File: src/rtl/uart_tx_pkg.sv
// Shared UART definitions: frame state encoding, data width, default baud divider.
// Pure declarations, no logic, so there is no latency or backpressure to describe.
package uart_tx_pkg;

   typedef enum logic [1:0] {
      ST_IDLE  = 2'd0,
      ST_START = 2'd1,
      ST_DATA  = 2'd2,
      ST_STOP  = 2'd3
   } uart_state_e;

   localparam int UART_DATA_BITS       = 8;
   localparam int DEFAULT_CLKS_PER_BIT = 434;

   typedef logic [UART_DATA_BITS-1:0] uart_byte_t;

endpackage

File: src/rtl/uart_tx_if.sv
// Host-side byte push channel into the UART transmitter.
// Backpressure: a byte moves only on a clock edge where tx_valid && tx_ready.
interface uart_tx_if;
   import uart_tx_pkg::*;

   uart_byte_t tx_data;
   logic       tx_valid;
   logic       tx_ready;

   modport master (output tx_data, output tx_valid, input  tx_ready);
   modport slave  (input  tx_data, input  tx_valid, output tx_ready);

endinterface

File: src/rtl/uart_tx_fifo.sv
// Byte FIFO between the host and the framer; a push or pop takes effect on the next edge.
// Backpressure: full_o refuses pushes, even when a pop happens in the same cycle.
module uart_tx_fifo
   import uart_tx_pkg::*;
#(
   parameter int DEPTH = 4
) (
   input  logic                     clk,
   input  logic                     rst,
   input  logic                     push_i,
   input  uart_byte_t               data_i,
   input  logic                     pop_i,
   output uart_byte_t               data_o,
   output logic                     full_o,
   output logic                     empty_o,
   output logic [$clog2(DEPTH):0]   count_o
);

   localparam int AW = $clog2(DEPTH);
   localparam logic [AW-1:0] PTR_ONE = AW'(1);
   localparam logic [AW:0]   CNT_ONE = (AW+1)'(1);
   localparam logic [AW:0]   CNT_FULL = (AW+1)'(DEPTH);

   uart_byte_t    mem_q [DEPTH];
   logic [AW-1:0] wr_ptr_q;
   logic [AW-1:0] rd_ptr_q;
   logic [AW:0]   count_q;
   logic          do_push;
   logic          do_pop;

   assign full_o  = (count_q == CNT_FULL);
   assign empty_o = (count_q == '0);
   assign do_push = push_i && !full_o;
   assign do_pop  = pop_i && !empty_o;
   assign data_o  = mem_q[rd_ptr_q];
   assign count_o = count_q;

   always_ff @(posedge clk or posedge rst) begin
      if (rst) begin
         wr_ptr_q <= '0;
         rd_ptr_q <= '0;
         count_q  <= '0;
      end else begin
         if (do_push) wr_ptr_q <= wr_ptr_q + PTR_ONE;
         if (do_pop)  rd_ptr_q <= rd_ptr_q + PTR_ONE;
         case ({do_push, do_pop})
            2'b10:   count_q <= count_q + CNT_ONE;
            2'b01:   count_q <= count_q - CNT_ONE;
            default: count_q <= count_q;
         endcase
      end
   end

   // Storage needs no reset: count_q alone decides which entries are live.
   always_ff @(posedge clk) begin
      if (do_push) mem_q[wr_ptr_q] <= data_i;
   end

endmodule

File: src/rtl/uart_tx.sv
// 8N1 UART transmitter, LSB first: push at edge N pops at N+1, line falls after N+2,
// frames run back to back; tx_ready drops while the TX FIFO is full.
module uart_tx
   import uart_tx_pkg::*;
#(
   parameter int CLKS_PER_BIT = DEFAULT_CLKS_PER_BIT,
   parameter int FIFO_DEPTH   = 4
) (
   input  logic                          clk,
   input  logic                          rst,
   uart_tx_if.slave                      host,
   output logic                          tx_o,
   output logic                          tx_busy_o,
   output logic [$clog2(FIFO_DEPTH):0]   fifo_count_o
);

   localparam int CW = $clog2(CLKS_PER_BIT);
   localparam logic [CW-1:0] CNT_MAX  = CW'(CLKS_PER_BIT - 1);
   localparam logic [CW-1:0] CNT_ONE  = CW'(1);
   localparam logic [2:0]    LAST_BIT = 3'(UART_DATA_BITS - 1);

   uart_state_e   state_q;
   logic [CW-1:0] clk_cnt_q;
   logic [2:0]    bit_cnt_q;
   uart_byte_t    shift_q;
   logic          tx_q;

   uart_byte_t    fifo_dat;
   logic          fifo_full;
   logic          fifo_empty;
   logic          fifo_pop;
   logic          bit_done;

   assign bit_done = (clk_cnt_q == CNT_MAX);
   assign fifo_pop = !fifo_empty &&
                     ((state_q == ST_IDLE) || ((state_q == ST_STOP) && bit_done));

   uart_tx_fifo #(.DEPTH(FIFO_DEPTH)) u_fifo (
      .clk     (clk),
      .rst     (rst),
      .push_i  (host.tx_valid),
      .data_i  (host.tx_data),
      .pop_i   (fifo_pop),
      .data_o  (fifo_dat),
      .full_o  (fifo_full),
      .empty_o (fifo_empty),
      .count_o (fifo_count_o)
   );

   assign host.tx_ready = !fifo_full;
   assign tx_o          = tx_q;
   assign tx_busy_o     = (state_q != ST_IDLE) || !fifo_empty;

   // tx_q is loaded from the current state, so the line trails the FSM by one clock.
   always_ff @(posedge clk or posedge rst) begin
      if (rst) begin
         state_q   <= ST_IDLE;
         clk_cnt_q <= '0;
         bit_cnt_q <= '0;
         shift_q   <= '0;
         tx_q      <= 1'b1;
      end else begin
         case (state_q)
            ST_IDLE: begin
               tx_q <= 1'b1;
               if (fifo_pop) begin
                  shift_q   <= fifo_dat;
                  clk_cnt_q <= '0;
                  bit_cnt_q <= '0;
                  state_q   <= ST_START;
               end
            end
            ST_START: begin
               tx_q <= 1'b0;
               if (bit_done) begin
                  clk_cnt_q <= '0;
                  state_q   <= ST_DATA;
               end else begin
                  clk_cnt_q <= clk_cnt_q + CNT_ONE;
               end
            end
            ST_DATA: begin
               tx_q <= shift_q[0];
               if (bit_done) begin
                  clk_cnt_q <= '0;
                  shift_q   <= shift_q >> 1;
                  if (bit_cnt_q == LAST_BIT) begin
                     state_q <= ST_STOP;
                  end else begin
                     bit_cnt_q <= bit_cnt_q + 3'd1;
                  end
               end else begin
                  clk_cnt_q <= clk_cnt_q + CNT_ONE;
               end
            end
            ST_STOP: begin
               tx_q <= 1'b1;
               if (bit_done) begin
                  clk_cnt_q <= '0;
                  bit_cnt_q <= '0;
                  if (fifo_pop) begin
                     shift_q <= fifo_dat;
                     state_q <= ST_START;
                  end else begin
                     state_q <= ST_IDLE;
                  end
               end else begin
                  clk_cnt_q <= clk_cnt_q + CNT_ONE;
               end
            end
            default: begin
               tx_q      <= 1'b1;
               clk_cnt_q <= '0;
               bit_cnt_q <= '0;
               state_q   <= ST_IDLE;
            end
         endcase
      end
   end

endmodule

File: src/flat_wrapper.sv
// flat-port wrapper written by rule: the top's interface ports become plain ports
module uart_tx_flat import uart_tx_pkg::*;
#(
   parameter int CLKS_PER_BIT = DEFAULT_CLKS_PER_BIT,
   parameter int FIFO_DEPTH   = 4
)
  (clk, rst, tx_o, tx_busy_o, fifo_count_o, host_tx_data, host_tx_valid, host_tx_ready);
  uart_tx_if host_i ();
  input  logic clk;
  input  logic rst;
  output logic tx_o;
  output logic tx_busy_o;
  output logic [$clog2(FIFO_DEPTH):0] fifo_count_o;
  input wire logic [$bits(host_i.tx_data)-1:0] host_tx_data;
  input wire logic [$bits(host_i.tx_valid)-1:0] host_tx_valid;
  output wire logic [$bits(host_i.tx_ready)-1:0] host_tx_ready;
  assign host_i.tx_data = host_tx_data;
  assign host_i.tx_valid = host_tx_valid;
  assign host_tx_ready = host_i.tx_ready;
  uart_tx #(.CLKS_PER_BIT(CLKS_PER_BIT), .FIFO_DEPTH(FIFO_DEPTH)) u_core (.clk(clk), .rst(rst), .host(host_i), .tx_o(tx_o), .tx_busy_o(tx_busy_o), .fifo_count_o(fifo_count_o));
endmodule
File: config.mk
export PLATFORM = sky130hd
export DESIGN_NAME = uart_tx_flat
export DESIGN_NICKNAME = d
export VERILOG_FILES = /design/src/rtl/uart_tx_pkg.sv /design/src/rtl/uart_tx_if.sv /design/src/rtl/uart_tx_fifo.sv /design/src/rtl/uart_tx.sv /design/src/flat_wrapper.sv
export SDC_FILE = /design/constraint.sdc
export NUM_CORES = 1
export LEC_CHECK = 0
export CAP_MARGIN = 20
export CORE_UTILIZATION = 40
export CTS_CLUSTER_SIZE = 14
export DETAILED_ROUTE_END_ITERATION = 10
export DONT_BUFFER_PORTS = 1
export GPL_TIMING_DRIVEN = 1
export PLACE_DENSITY = 0.57
export SETUP_SLACK_MARGIN = 0.2
export SYNTH_ARGS = -nofsm -noshare
export SYNTH_HDL_FRONTEND = slang
export SYNTH_SLANG_ARGS = --single-unit
File: constraint.sdc
create_clock -name clk -period 2.8 [get_ports clk]
set_input_delay 0.42 -clock clk [delete_from_list [all_inputs] [get_ports clk]]
set_output_delay 0.42 -clock clk [all_outputs]
set_load 0.005 [all_outputs]
---- Word level (Yosys, flattened, before mapping) ----
Memories as Yosys holds them, arrays and structs flattened.
Index checks and enable logic that the tools add are counted.
Widths: inputs -> output; s select.
operators by class
  add/subtract/negate cells ............... 6
  eq/ne operators ......................... 14
  multiplexer cells ....................... 23
  reductions and logical operators ........ 18
operator list
  operator             count
  $mux 8               3
  $pmux 8 s3           1
  $mux 9               2
  $pmux 9 s2           1
  $mux 3               4
  $mux 2               5
  $reduce_and 5->1     2
  $add 9x1->9 const B  1
  $eq 9x9->1 const B   1
  $pmux 3 s3           1
  $ne 2x1->1 const B   4
  $pmux 2 s4           1
  $add 3x1->3 const B  2
  $eq 2x2->1 const B   3
  $eq 3x3->1 const B   2
  $pmux 3 s2           1
  $add 2x1->2 const B  2
  $eq 2x1->1 const B   2
  $logic_and 1x1->1    4
  $ne 2x2->1 const B   2
  $reduce_bool 2->1    2
  $logic_not 3->1      1
  $mux 1               3
  $pmux 1 s3           1
  other kinds (8)      10
storage, ports and cells
  register bits ........................... 30
  memory bits (writable) .................. 32
  memories ................................ 1
  input port bits ......................... 11
memory list
  name                 words  width  read ports  clocked after memory_dff  wr ports  line                text
  u_core.u_fifo.mem_q  4      8      1           0                         1         uart_tx_fifo.sv:24  uart_byte_t mem_q [DEPTH];

---- Logic depth before layout (Yosys ltp) ----
Gate-level depths: netlist of the first run.
  depth in word-level cells ............... 7
  gate-level depth with buffers ........... 12

---- By module ----
A second synthesis of the first run with hierarchy kept.
second synthesis, totals
  cells, all modules ...................... 213
  area total of the unflattened synthesis .. 2,999.1 um^2
modules (own cells, without submodules)
  module        seq. area each (um^2)  cells an instance  times used  area an instance (um^2)
  uart_tx_fifo  1,136.1                80                 1           1,596.5
  uart_tx       576.8                  133                1           1,402.6

---- Worst setup path after synthesis of the first run ----
Ideal clock, no wire load.
  path type ............................... register to register
  from .................................... register u_core.clk_cnt_q[1]
  to ...................................... register u_core.u_fifo.count_q[2] (netlist: u_core.u_fifo.count_o[2])
  data required time ...................... 2.721 ns
  setup slack ............................. 0.497 ns
  arrival time ............................ 2.224 ns
  setup time .............................. 0.079 ns
  buffers on the path ..................... 1
  clock period less this slack ............ 2.303 ns
  cell stages (with the launch flop) ...... 13
  path through ............................ dfrtp_1 > inv_1 > ha_1 > and4b_1 > buf_6 > a31oi_2 > nor2_1 > ha_1 > inv_1 > fa_1 > xor2_1 > nor2_1 > xor2_1
between the ends
  word-level cells in the longest chain between the ends .. 7
  elaborated cells between the ends (all ways) .. 9
RTL lines
  element                                                 line                text
  start, declared                                         uart_tx.sv:23       logic [CW-1:0] clk_cnt_q;
  start signal, assigned                                  uart_tx.sv:79       clk_cnt_q <= clk_cnt_q + CNT_ONE;
  start signal, assigned                                  uart_tx.sv:93       clk_cnt_q <= clk_cnt_q + CNT_ONE;
  start signal, assigned                                  uart_tx.sv:108      clk_cnt_q <= clk_cnt_q + CNT_ONE;
  $eq 9x9->1 (*)                                          uart_tx.sv:34       assign bit_done = (clk_cnt_q == CNT_MAX);
  $logic_and 1x1->1 (*)                                   uart_tx.sv:36       ((state_q == ST_IDLE) || ((state_q == ST_STOP) && bit_done));
  $logic_or 1x1->1 (*)                                    uart_tx.sv:36
  $logic_and 1x1->1 (*)                                   uart_tx.sv:35       assign fifo_pop = !fifo_empty &&
  $logic_and 1x1->1 (*)                                   uart_tx_fifo.sv:34  assign do_pop = pop_i && !empty_o;
  named net u_core.u_fifo.do_pop                          uart_tx_fifo.sv:29  logic do_pop;
  $eq 2x1->1 / $eq 2x2->1 (equally long branches)         uart_tx_fifo.sv:46  case ({do_push, do_pop})
  $pmux 3 s2 / $reduce_bool 2->1 (equally long branches)  --
  end signal, assigned                                    uart_tx_fifo.sv:47  2'b10: count_q <= count_q + CNT_ONE;
  end signal, assigned                                    uart_tx_fifo.sv:48  2'b01: count_q <= count_q - CNT_ONE;
  end signal, assigned                                    uart_tx_fifo.sv:49  default: count_q <= count_q;
  end, declared                                           uart_tx_fifo.sv:27  logic [AW:0] count_q;
Mark *: on every way through the listed nets, which the timed path passes. The rest lies on a longest branch.
A chain may end at the register's enable or synchronous reset.

---- Worst setup path in the final report of the first run ----
Same ends and word-level chain as after synthesis.

==> results of run 1 <==
cell type report:
| class | instances | area [um^2] | area share [%] |
|---|---|---|---|
| Clock inverter | 7 | 81.33 | 2.493 |
| Inverter | 16 | 60.06 | 1.841 |
| Multi-Input combinational cell | 133 | 1141 | 34.98 |
| Timing Repair Buffer | 3 | 22.52 | 0.6904 |
| Clock buffer | 9 | 123.9 | 3.797 |
| Tap cell | 96 | 120.1 | 3.682 |
| Sequential cell | 62 | 1713 | 52.51 |
metal layers:
metal,up-vias,share of wire (%),track usage (%)
li1,843,-,-
met1,839,47,19.24
met2,32,47,24.59
met3,4,5.0,5.749
met4,0,0.82,5.279
met5,-,0,0
power by group through the flow:
stage | clock, mW | sequential [mW] | combinational [mW]
detailed placement | 0 | 1.52 | 1.29
floorplan | 0 | 1.40 | 1.11
global route | 0.876 | 1.54 | 1.44
global placement | 0 | 1.51 | 1.28
finish | 0.811 | 1.49 | 1.28
CTS | 0.843 | 1.50 | 1.30
cells by family (layout without fill, tap and decap cells):
kind of cell | Yosys count | after routing | share of synthesized area [%]
fa+ha+maj | 16 | 16 | 7.019
compound gates | 44 | 44 | 11.50
xor+xnor | 8 | 8 | 2.368
flops | 62 | 62 | 57.89
simple gates | 54 | 54 | 10.32
buf+inv | 23 | 35 | 3.594
mux | 11 | 11 | 7.315
Yosys cell counts, types with 2 or more instances:
| cell | n |
|---|---|
| a21o_2 | 2 |
| a21oi_1 | 6 |
| a2bb2oi_1 | 7 |
| and3_1 | 6 |
| buf_2 | 2 |
| clkbuf_1 | 3 |
| dfrtp_1 | 29 |
| edfxtp_1 | 32 |
| ha_1 | 15 |
| inv_1 | 15 |
| mux4_2 | 8 |
| nand2_1 | 11 |
| nand3_1 | 10 |
| nand3b_1 | 2 |
| nor2_1 | 6 |
| nor3_1 | 3 |
| o21ai_0 | 8 |
| o22ai_1 | 2 |
| o31a_1 | 2 |
| o31ai_1 | 2 |
| o32ai_1 | 7 |
| or3_1 | 3 |
| or4_1 | 2 |
| xnor2_1 | 2 |
| xor2_1 | 6 |
per-stage QoR:
step                      std cells  hold slack (ns)
after floorplan                 218           0.4675
after global placement          309           0.4244
after detailed placement        309           0.4300
after CTS                       325          0.04383
after global routing            326          0.06746
final                           326          0.04230
worst max-delay path, cell delays in order, from the launching register on:
cell and delay, ns:
dfrtp_1 0.41, inv_1 0.08, ha_1 0.13, and4b_2 0.28, a31oi_2 0.12, nor2_1 0.17, ha_1 0.21, inv_1 0.06
fa_1 0.37, xor2_1 0.15, nor2_1 0.11, xor2_1 0.15
repair_timing:
item / CTS / global route
gates resized for setup: 0 / 1
endpoints found under the setup margin: 0 / 1
setup buffers: 0 / 1
sequential cells by signal, summed over array words and instances, names as in the netlist:
| register | count |
|---|---|
| u_core.bit_cnt_q | 3 |
| u_core.shift_q | 8 |
| u_core.state_q | 2 |
| u_core.tx_o | 1 |
| u_core.u_fifo.wr_ptr_q | 2 |
| u_core.u_fifo.mem_q | 32 |
| u_core.u_fifo.rd_ptr_q | 2 |
| u_core.clk_cnt_q | 9 |
| u_core.u_fifo.count_o | 3 |
worst paths after layout:
path	startpoint	to	slack [ns]	depth (start not counted)
max	u_core.clk_cnt_q[1]	u_core.u_fifo.count_o[2]	0.49	11
min	rst	u_core.u_fifo.wr_ptr_q[1]	0.04	2
max in group asynchronous	rst	u_core.tx_o	2.44	2
min in group clk	host_tx_data[4]	u_core.u_fifo.mem_q[3][4]	0.17	0
min reg2reg	u_core.shift_q[0]	u_core.tx_o	0.52	2
max reg2reg	u_core.clk_cnt_q[1]	u_core.u_fifo.count_o[2]	0.49	11
==> results.sh, run 1 <==
export IMPL_rows=30
export IMPL_yosysUniqueCellTypes=52
export IMPL_vias=1718
export IMPL_hold_viol_final=0
export IMPL_drive_gt1_share_pct=17.39
export IMPL_design_area_um2=3262
export IMPL_htreeDepth=3
export IMPL_die_area_um2=7746
export IMPL_power_density_nw_per_um2=1097
export IMPL_ys_flop_type="edfxtp_1"
export IMPL_overflow=0
export IMPL_fin_util_pct=46.72
export IMPL_syn_cell_area_um2=2959
export IMPL_clock_skew_ns=0.006772
export IMPL_fin_crit_ns=2.310
export IMPL_syn_area_per_cell_um2=13.57
export IMPL_cts_sinks=62
export IMPL_clockBufferDepth=2
export IMPL_portBuffers=0
export IMPL_final_common_cell="edfxtp_1"
export IMPL_combPwrFrac_pct=35.7
export IMPL_worstPathArrival_ns=2.58
export IMPL_wl_per_cell_um=15.68
export IMPL_required_ns=3.07
export IMPL_fmax_mhz=433.0
export IMPL_period_share_pct=82.48
export IMPL_core_um2=6982
export IMPL_drt_initial_drc_count=85
export IMPL_globalplace_congestion=0.7713
export IMPL_final_nets=252
export IMPL_drt_first_pass_iters=4
export IMPL_synth_seq_area_share_pct=57.89
export IMPL_layout_common_cells="32 x edfxtp_1, 29 x dfrtp_1, 15 x inv_1, 15 x ha_1, 11 x nand2_1"
export IMPL_n_antenna_cell=0
export IMPL_cap_violations=0
export IMPL_viasPerCell=5.270
export IMPL_fin_ws_ns=0.4905
export IMPL_syn_inst=218
export IMPL_grt_first_pass_wirelength_um=8652
export IMPL_cts_tree="yes"
export IMPL_syn_num_nets=245
export IMPL_p_int_mw=2.266
export IMPL_syn_to_final_growth_pct=10.23
export IMPL_synth_seq_cells=62
export IMPL_clk_latency_ns=0.34
export IMPL_final_setup_tns_ns=0
export IMPL_fillCellCount=644
export IMPL_drv_slew=0
export IMPL_cts_hold_fix_buffers=0
export IMPL_cp_end_kind="flop"
export IMPL_pin_count=17
export IMPL_start_util_pct=42.38
export IMPL_hold_class="in2async"
export IMPL_path_max_fanout=4
export IMPL_postPlaceCellArea_um2=3048
export IMPL_die_x_um=88.01
export IMPL_numCtsBuffers=9
export IMPL_clkTransAtPathRegs_ns=0.08
export IMPL_p_clk_share_pct=22.7
export IMPL_switching_share_pct=36.70
export IMPL_grt_max_degree=31
export IMPL_outcome="finished, final reports clean"
export IMPL_p_seq_share_pct=41.6
export IMPL_p_leak_nw=1.297
export IMPL_p_total_mw=3.579
export IMPL_yosysWarnings=0
export IMPL_vdd_drop_max_v=0.0005228
export IMPL_p_switching_mw=1.313
export IMPL_cts_root_buf="clkbuf_8"
export IMPL_hpwlAfterDp_um=3429
export IMPL_synth_edff_count=32
export IMPL_ys_async_sr_fraction_pct=48.39
export IMPL_critPathKind="reg2reg"
export IMPL_routed_wirelength_um=5113
export IMPL_rsz0062_at_grt="no"
export IMPL_die_height_um=88.01
export IMPL_final_setup_viol_count=0
export IMPL_drc=0
export IMPL_antenna_found_initial=0
export IMPL_synth_top_area_share_pct=32.47
export IMPL_yosys_top_cells_area="edfxtp_1 32%, dfrtp_1 25%, ha_1 6.3%"
export IMPL_grt_usage_pct=15.36
export IMPL_drtAntennaViolNets=0
export IMPL_synth_top_area_cell="edfxtp_1"
export IMPL_dp_slack_ns=0.3611
export IMPL_worst_slew_pin_slew_ns=0.5778
export IMPL_start_kind="flop"
export IMPL_grt_pass1_vias=1763
export IMPL_slew_headroom_pct=61.48
Note: power is estimated with default switching activity, not from simulation.
==> run 2, diff against run 1 <==
clock period = 2.2 ns   (was 2.8 ns; I/O delays follow)
==> run 2 against run 1 <==
  * Non-clock buffer count rose by 24
  * Clock skew rose by 0.0015 ns
  * Total power up 38%
  * Hold slack better by 0.037 ns
  * Clock power up 15%
  * Final area is 7.8% higher
  * Largest power group is now combinational logic
==> results.sh, run 2 (same netlist as run 1, synthesis figures left out) <==
export IMPL_worstPathArrival_ns=2.35
export IMPL_portBuffers=0
export IMPL_design_area_um2=3516
export IMPL_fin_util_pct=50.36
export IMPL_power_density_nw_per_um2=1403
export IMPL_pin_count=17
export IMPL_critical_path_max_stage_delay_ns=0.39
export IMPL_p_int_mw=3.106
export IMPL_period_share_pct=94.75
export IMPL_drv_slew=0
export IMPL_htreeDepth=3
export IMPL_final_common_cell="edfxtp_1"
export IMPL_final_nets=276
export IMPL_critPathKind="reg2reg"
export IMPL_cp_depth=11
export IMPL_switching_share_pct=37.06
export IMPL_n_antenna_cell=0
export IMPL_outcome="finished, final reports clean"
export IMPL_met2_length_um=2456
export IMPL_crit_family="adder cells"
export IMPL_grt_max_degree=31
export IMPL_fin_crit_ns=2.085
export IMPL_drtAntennaViolNets=0
export IMPL_rsz0062_at_grt="yes"
export IMPL_clockBufferDepth=2
export IMPL_dp_cells=328
export IMPL_cts_sinks=62
export IMPL_viasPerCell=5.120
export IMPL_worst_slew_pin_slew_ns=0.4138
export IMPL_routed_top_layer="met4"
export IMPL_largestRegisters="u_core.u_fifo.mem_q x32, u_core.clk_cnt_q x9, u_core.shift_q x8"
export IMPL_drc=0
export IMPL_hold_depth=0
export IMPL_r2r_cells=11
export IMPL_hpwlAfterDp_um=3674
export IMPL_core_um2=6982
export IMPL_final_setup_viol_count=0
export IMPL_antenna_found_initial=0
export IMPL_hold_class="in2reg"
export IMPL_drt_initial_drc_count=59
export IMPL_worst_path_buf_inv=2
export IMPL_regMostFlops="u_core.u_fifo.mem_q"
export IMPL_p_total_mw=4.934
export IMPL_required_ns=2.47
export IMPL_largest_register_ffs=32
export IMPL_die_x_um=88.01
export IMPL_overflow=0
export IMPL_fmax_mhz=479.7
export IMPL_start_kind="flop"
export IMPL_postPlaceCellArea_um2=3207
export IMPL_wl_met3_um=157
export IMPL_grt_first_pass_wirelength_um=8866
export IMPL_cp_startpoint="u_core.clk_cnt_q[1]"
export IMPL_timing_hold_ws_ns=0.07916
export IMPL_hold_viol_final=0
export IMPL_p_seq_share_pct=36.7
export IMPL_numCtsBuffers=9
export IMPL_slowest_stage="dfrtp_1"
export IMPL_grt_pass1_vias=1799
export IMPL_start_util_pct=42.38
export IMPL_drt_met1_wl_um=2640
export IMPL_slew_headroom_pct=72.41
export IMPL_wl_per_cell_um=15.11
export IMPL_p_switching_mw=1.829
export IMPL_die_height_um=88.01
export IMPL_layout_common_cells="32 x edfxtp_1, 27 x dfrtp_1, 26 x buf_4"
export IMPL_syn_to_final_growth_pct=18.82
export IMPL_instances_no_fill=350
export IMPL_rows=30
export IMPL_r2r_start="u_core.clk_cnt_q[1]"
export IMPL_clk_latency_ns=0.34
export IMPL_vias=1792
export IMPL_hold_path_startpoint="host_tx_data[7]"
export IMPL_cap_violations=0
export IMPL_cts_root_buf="clkbuf_8"
export IMPL_cts_tree="yes"
export IMPL_crit_path_cell_trace="inv_2 > ha_4 > and4b_2 > a31oi_4 > nor2_4 > ha_4 > inv_2 > fa_2 > xor2_1 > nor2_1 > xor2_1"
export IMPL_drive_gt1_share_pct=31.10
export IMPL_vdd_drop_max_v=0.0005840
export IMPL_combPwrFrac_pct=44.4
export IMPL_cp_end_kind="flop"
export IMPL_clock_skew_ns=0.008292
export IMPL_p_leak_nw=1.409
export IMPL_clkTransAtPathRegs_ns=0.08
export IMPL_globalplace_congestion=0.7369
export IMPL_die_area_um2=7746
export IMPL_p_clk_share_pct=18.9
export IMPL_routed_wirelength_um=5288
export IMPL_drt_first_pass_iters=4
export IMPL_grt_usage_pct=15.41
export IMPL_path_max_fanout=2
[run 2: cell types whose count changed in the layout (fill, tap and decap cells not counted), moves of 2 or more]
cell / change
buf_4: +23
ha_1: -4
inv_1: -4
inv_2: +4
ha_4: +3
dfrtp_1: -2
dfrtp_2: +2
nor2_1: -2
[run 2: what timing repair did]
item,CTS,global route
resized for setup,8,13
hold endpoints to repair,29,0
hold buffers,1,0
buffers inserted,3,2
pin swaps,6,1
endpoints found under the setup margin,3,14
[run 2: layout make-up]
type                       instances  area, um^2
timing repair buffer              27       205.2
multi-input combinational        133        1229
clock inverter                     7       62.56
inverter                          16       60.06
clock buffer                       9       123.9
tap                               96       120.1
sequential                        62        1715
fill                             613        3466
[run 2: path summary, 6_finish.rpt]
| check | endpoint | slack (ns) |
|---|---|---|
| max in group asynchronous | u_core.tx_o | 1.35 |
| hold reg to reg | u_core.shift_q[7] | 0.52 |
| setup / recovery | u_core.u_fifo.count_o[2] | 0.12 |
| min in group asynchronous | u_core.u_fifo.wr_ptr_q[1] | 0.50 |
| hold / removal | u_core.u_fifo.mem_q[2][7] | 0.08 |
| setup reg to reg | u_core.u_fifo.count_o[2] | 0.12 |
[run 2: layer usage]
layer,global-route usage (%),vias up
met5,0,-
met4,5.425,0
met3,4.618,5
met2,22.83,22
met1,21.60,879
li1,-,886
[run 2: power by group through the flow]
stage | sequential [mW] | clock [mW] | combinational (mW)
4_1_cts | 1.81 | 0.957 | 2.06
2_1_floorplan | 1.78 | 0 | 1.44
6_report | 1.81 | 0.933 | 2.19
5_1_grt | 1.85 | 1.01 | 2.45
3_5_place_dp | 1.82 | 0 | 1.99
3_3_place_gp | 1.82 | 0 | 1.97
[run 2: through the flow]
stage	setup TNS [ns]	worst slack (ns)
CTS	0	0.06625
global route	0	0.02015
floorplan	-0.01603	-0.01603
detailed placement	-0.005561	-0.005561
finish	0	0.1155
global placement	0	0.07680
==> run 3, diff against run 2 <==
CORE_UTILIZATION = 35   (was 40)
GPL_TIMING_DRIVEN = 0   (was 1)
PLACE_DENSITY = 0.52   (was 0.57)
==> run 3 against run 2 <==
  * Register-to-register slack got worse by 0.05 ns
  * Count of clock-buffer cells in the layout unchanged
  * Fmax fell by 2.4%
  * Final cell count is 1.1% higher
  * Flip-flop and latch count did not move
  * Global-route usage is 0.53 points lower
  * Largest power group unchanged
==> results.sh, run 3 (same netlist as run 1, synthesis figures left out) <==
export IMPL_numCtsBuffers=9
export IMPL_required_ns=2.46
export IMPL_die_area_um2=8827
export IMPL_viasPerCell=5.138
export IMPL_largestRegisters="u_core.u_fifo.mem_q x32, u_core.clk_cnt_q x9, u_core.shift_q x8"
export IMPL_drt_first_pass_iters=4
export IMPL_grt_max_degree=17
export IMPL_power_density_nw_per_um2=1403
export IMPL_fillCellCount=774
export IMPL_worstReg2RegEnd="u_core.u_fifo.count_o[2]"
export IMPL_clk_latency_ns=0.34
export IMPL_cts_tree="yes"
export IMPL_fmax_mhz=468.0
export IMPL_p_leak_nw=1.385
export IMPL_final_setup_tns_ns=0
export IMPL_multiInputGateArea_um2=1204
export IMPL_drv_slew=0
export IMPL_crit_path_end="u_core.u_fifo.count_o[2]"
export IMPL_globalplace_congestion=0.7465
export IMPL_cts_root_buf="clkbuf_8"
export IMPL_regToRegSetupSlack_ns=0.06
export IMPL_grt_first_pass_wirelength_um=9811
export IMPL_clockBufferDepth=2
export IMPL_cp_startpoint="u_core.state_q[0]"
export IMPL_cts_sinks=62
export IMPL_final_common_cell="edfxtp_1"
export IMPL_instances_no_fill=354
export IMPL_n_antenna_cell=0
export IMPL_fin_crit_ns=2.137
export IMPL_largest_register_ffs=32
export IMPL_outcome="finished, final reports clean"
export IMPL_grt_usage_pct=14.88
export IMPL_period_share_pct=97.12
export IMPL_dp_cells=324
export IMPL_worst_slew_pin_slew_ns=0.7520
export IMPL_final_setup_viol_count=0
export IMPL_hpwlAfterDp_um=3735
export IMPL_path_max_fanout=8
export IMPL_wl_per_cell_um=16.34
export IMPL_critPathKind="reg2reg"
export IMPL_worstPathArrival_ns=2.40
export IMPL_drc=0
export IMPL_drive_gt1_share_pct=28.11
export IMPL_start_util_pct=36.01
export IMPL_p_total_mw=4.879
export IMPL_regMostFlops="u_core.u_fifo.mem_q"
export IMPL_grt_pass1_vias=1894
export IMPL_slew_headroom_pct=49.81
export IMPL_portBuffers=0
export IMPL_routed_wirelength_um=5785
export IMPL_drt_initial_drc_count=116
export IMPL_rows=33
export IMPL_r2r_cells=11
export IMPL_hold_viol_final=0
export IMPL_timing_hold_ws_ns=0.006281
export IMPL_clock_skew_ns=0.009181
export IMPL_vias=1819
export IMPL_vdd_drop_max_v=0.0005381
export IMPL_overflow=0
export IMPL_cap_violations=0
export IMPL_hold_class="in2async"
export IMPL_antenna_found_initial=0
export IMPL_postPlaceCellArea_um2=3134
export IMPL_die_height_um=93.95
export IMPL_final_nets=271
export IMPL_clkTransAtPathRegs_ns=0.08
export IMPL_cts_hold_fix_buffers=0
export IMPL_pin_count=17
export IMPL_syn_to_final_growth_pct=17.55
export IMPL_start_kind="flop"
export IMPL_rsz0062_at_grt="yes"
export IMPL_cp_end_kind="flop"
export IMPL_layout_common_cells="32 x edfxtp_1, 26 x dfrtp_1, 14 x buf_4"
export IMPL_drtAntennaViolNets=0
export IMPL_r2r_start="u_core.state_q[0]"
export IMPL_core_um2=8217
export IMPL_htreeDepth=3
export IMPL_design_area_um2=3478
export IMPL_die_x_um=93.95
export IMPL_regArea_um2=1717
[run 3: per-layer routing]
layer  wire length, um  global-route usage, %  up-vias
li1                  -                      -      877
met1              2793                  20.10      909
met2              2724                  22.75       29
met3               209                  3.722        4
met4                57                  6.154        0
met5                 0                      0        -
[run 3: repair_timing]
action	in CTS	in global routing
pin swaps	5	1
buffers inserted	8	6
resized for setup	6	11
endpoints found under the setup margin	7	15
[run 3: area by class of cell]
class                   count  area share, %
inverters                  16          1.727
plain buffers               7          1.367
well taps                 105          3.777
flip-flops and latches     62          49.35
clock inverters             7          1.799
multi-input cells         133          34.60
repair buffers             15          3.813
clock buffers               9          3.561
[run 3: worst min-delay path by stage]
stage               cells after the start  slack, ns            start                   endpoint
detailed placement                      1       0.40              rst  u_core.u_fifo.wr_ptr_q[0]
global placement                        0       0.43  host_tx_data[7]  u_core.u_fifo.mem_q[3][7]
finish                                  1      0.006              rst  u_core.u_fifo.wr_ptr_q[0]
global route                            0       0.05  host_tx_data[7]  u_core.u_fifo.mem_q[2][7]
CTS                                     1       0.03              rst  u_core.u_fifo.wr_ptr_q[0]
floorplan                               1       0.42              rst        u_core.bit_cnt_q[0]
[run 3: critical path, stage by stage, from the launching register on]
cell and delay (ns):
dfrtp_1 0.42, inv_1 0.16, ha_1 0.18, clkbuf_2 0.22, a31oi_4 0.06, nor2_4 0.13, ha_4 0.14, inv_2 0.03
fa_2 0.32, xor2_1 0.14, nor2_1 0.10, xor2_1 0.14
[run 3: through the flow]
| stage | setup slack, ns | util (%) |
|---|---|---|
| 2_1_floorplan | -0.01603 | - |
| 3_3_place_gp | -0.2699 | 37.81 |
| 3_5_place_dp | -0.2603 | 38.15 |
| 4_1_cts | 0.05423 | 41.40 |
| 5_1_grt | -0.04553 | 42.33 |
| 6_report | 0.06335 | 42.33 |
[run 3: where the power goes]
part	internal (mW)	total (mW)	leakage, nW	switching [mW]
sequential	1.60	1.82	0.662	0.218
clock	0.435	0.969	0.0931	0.534
combinational	0.985	2.09	0.630	1.11
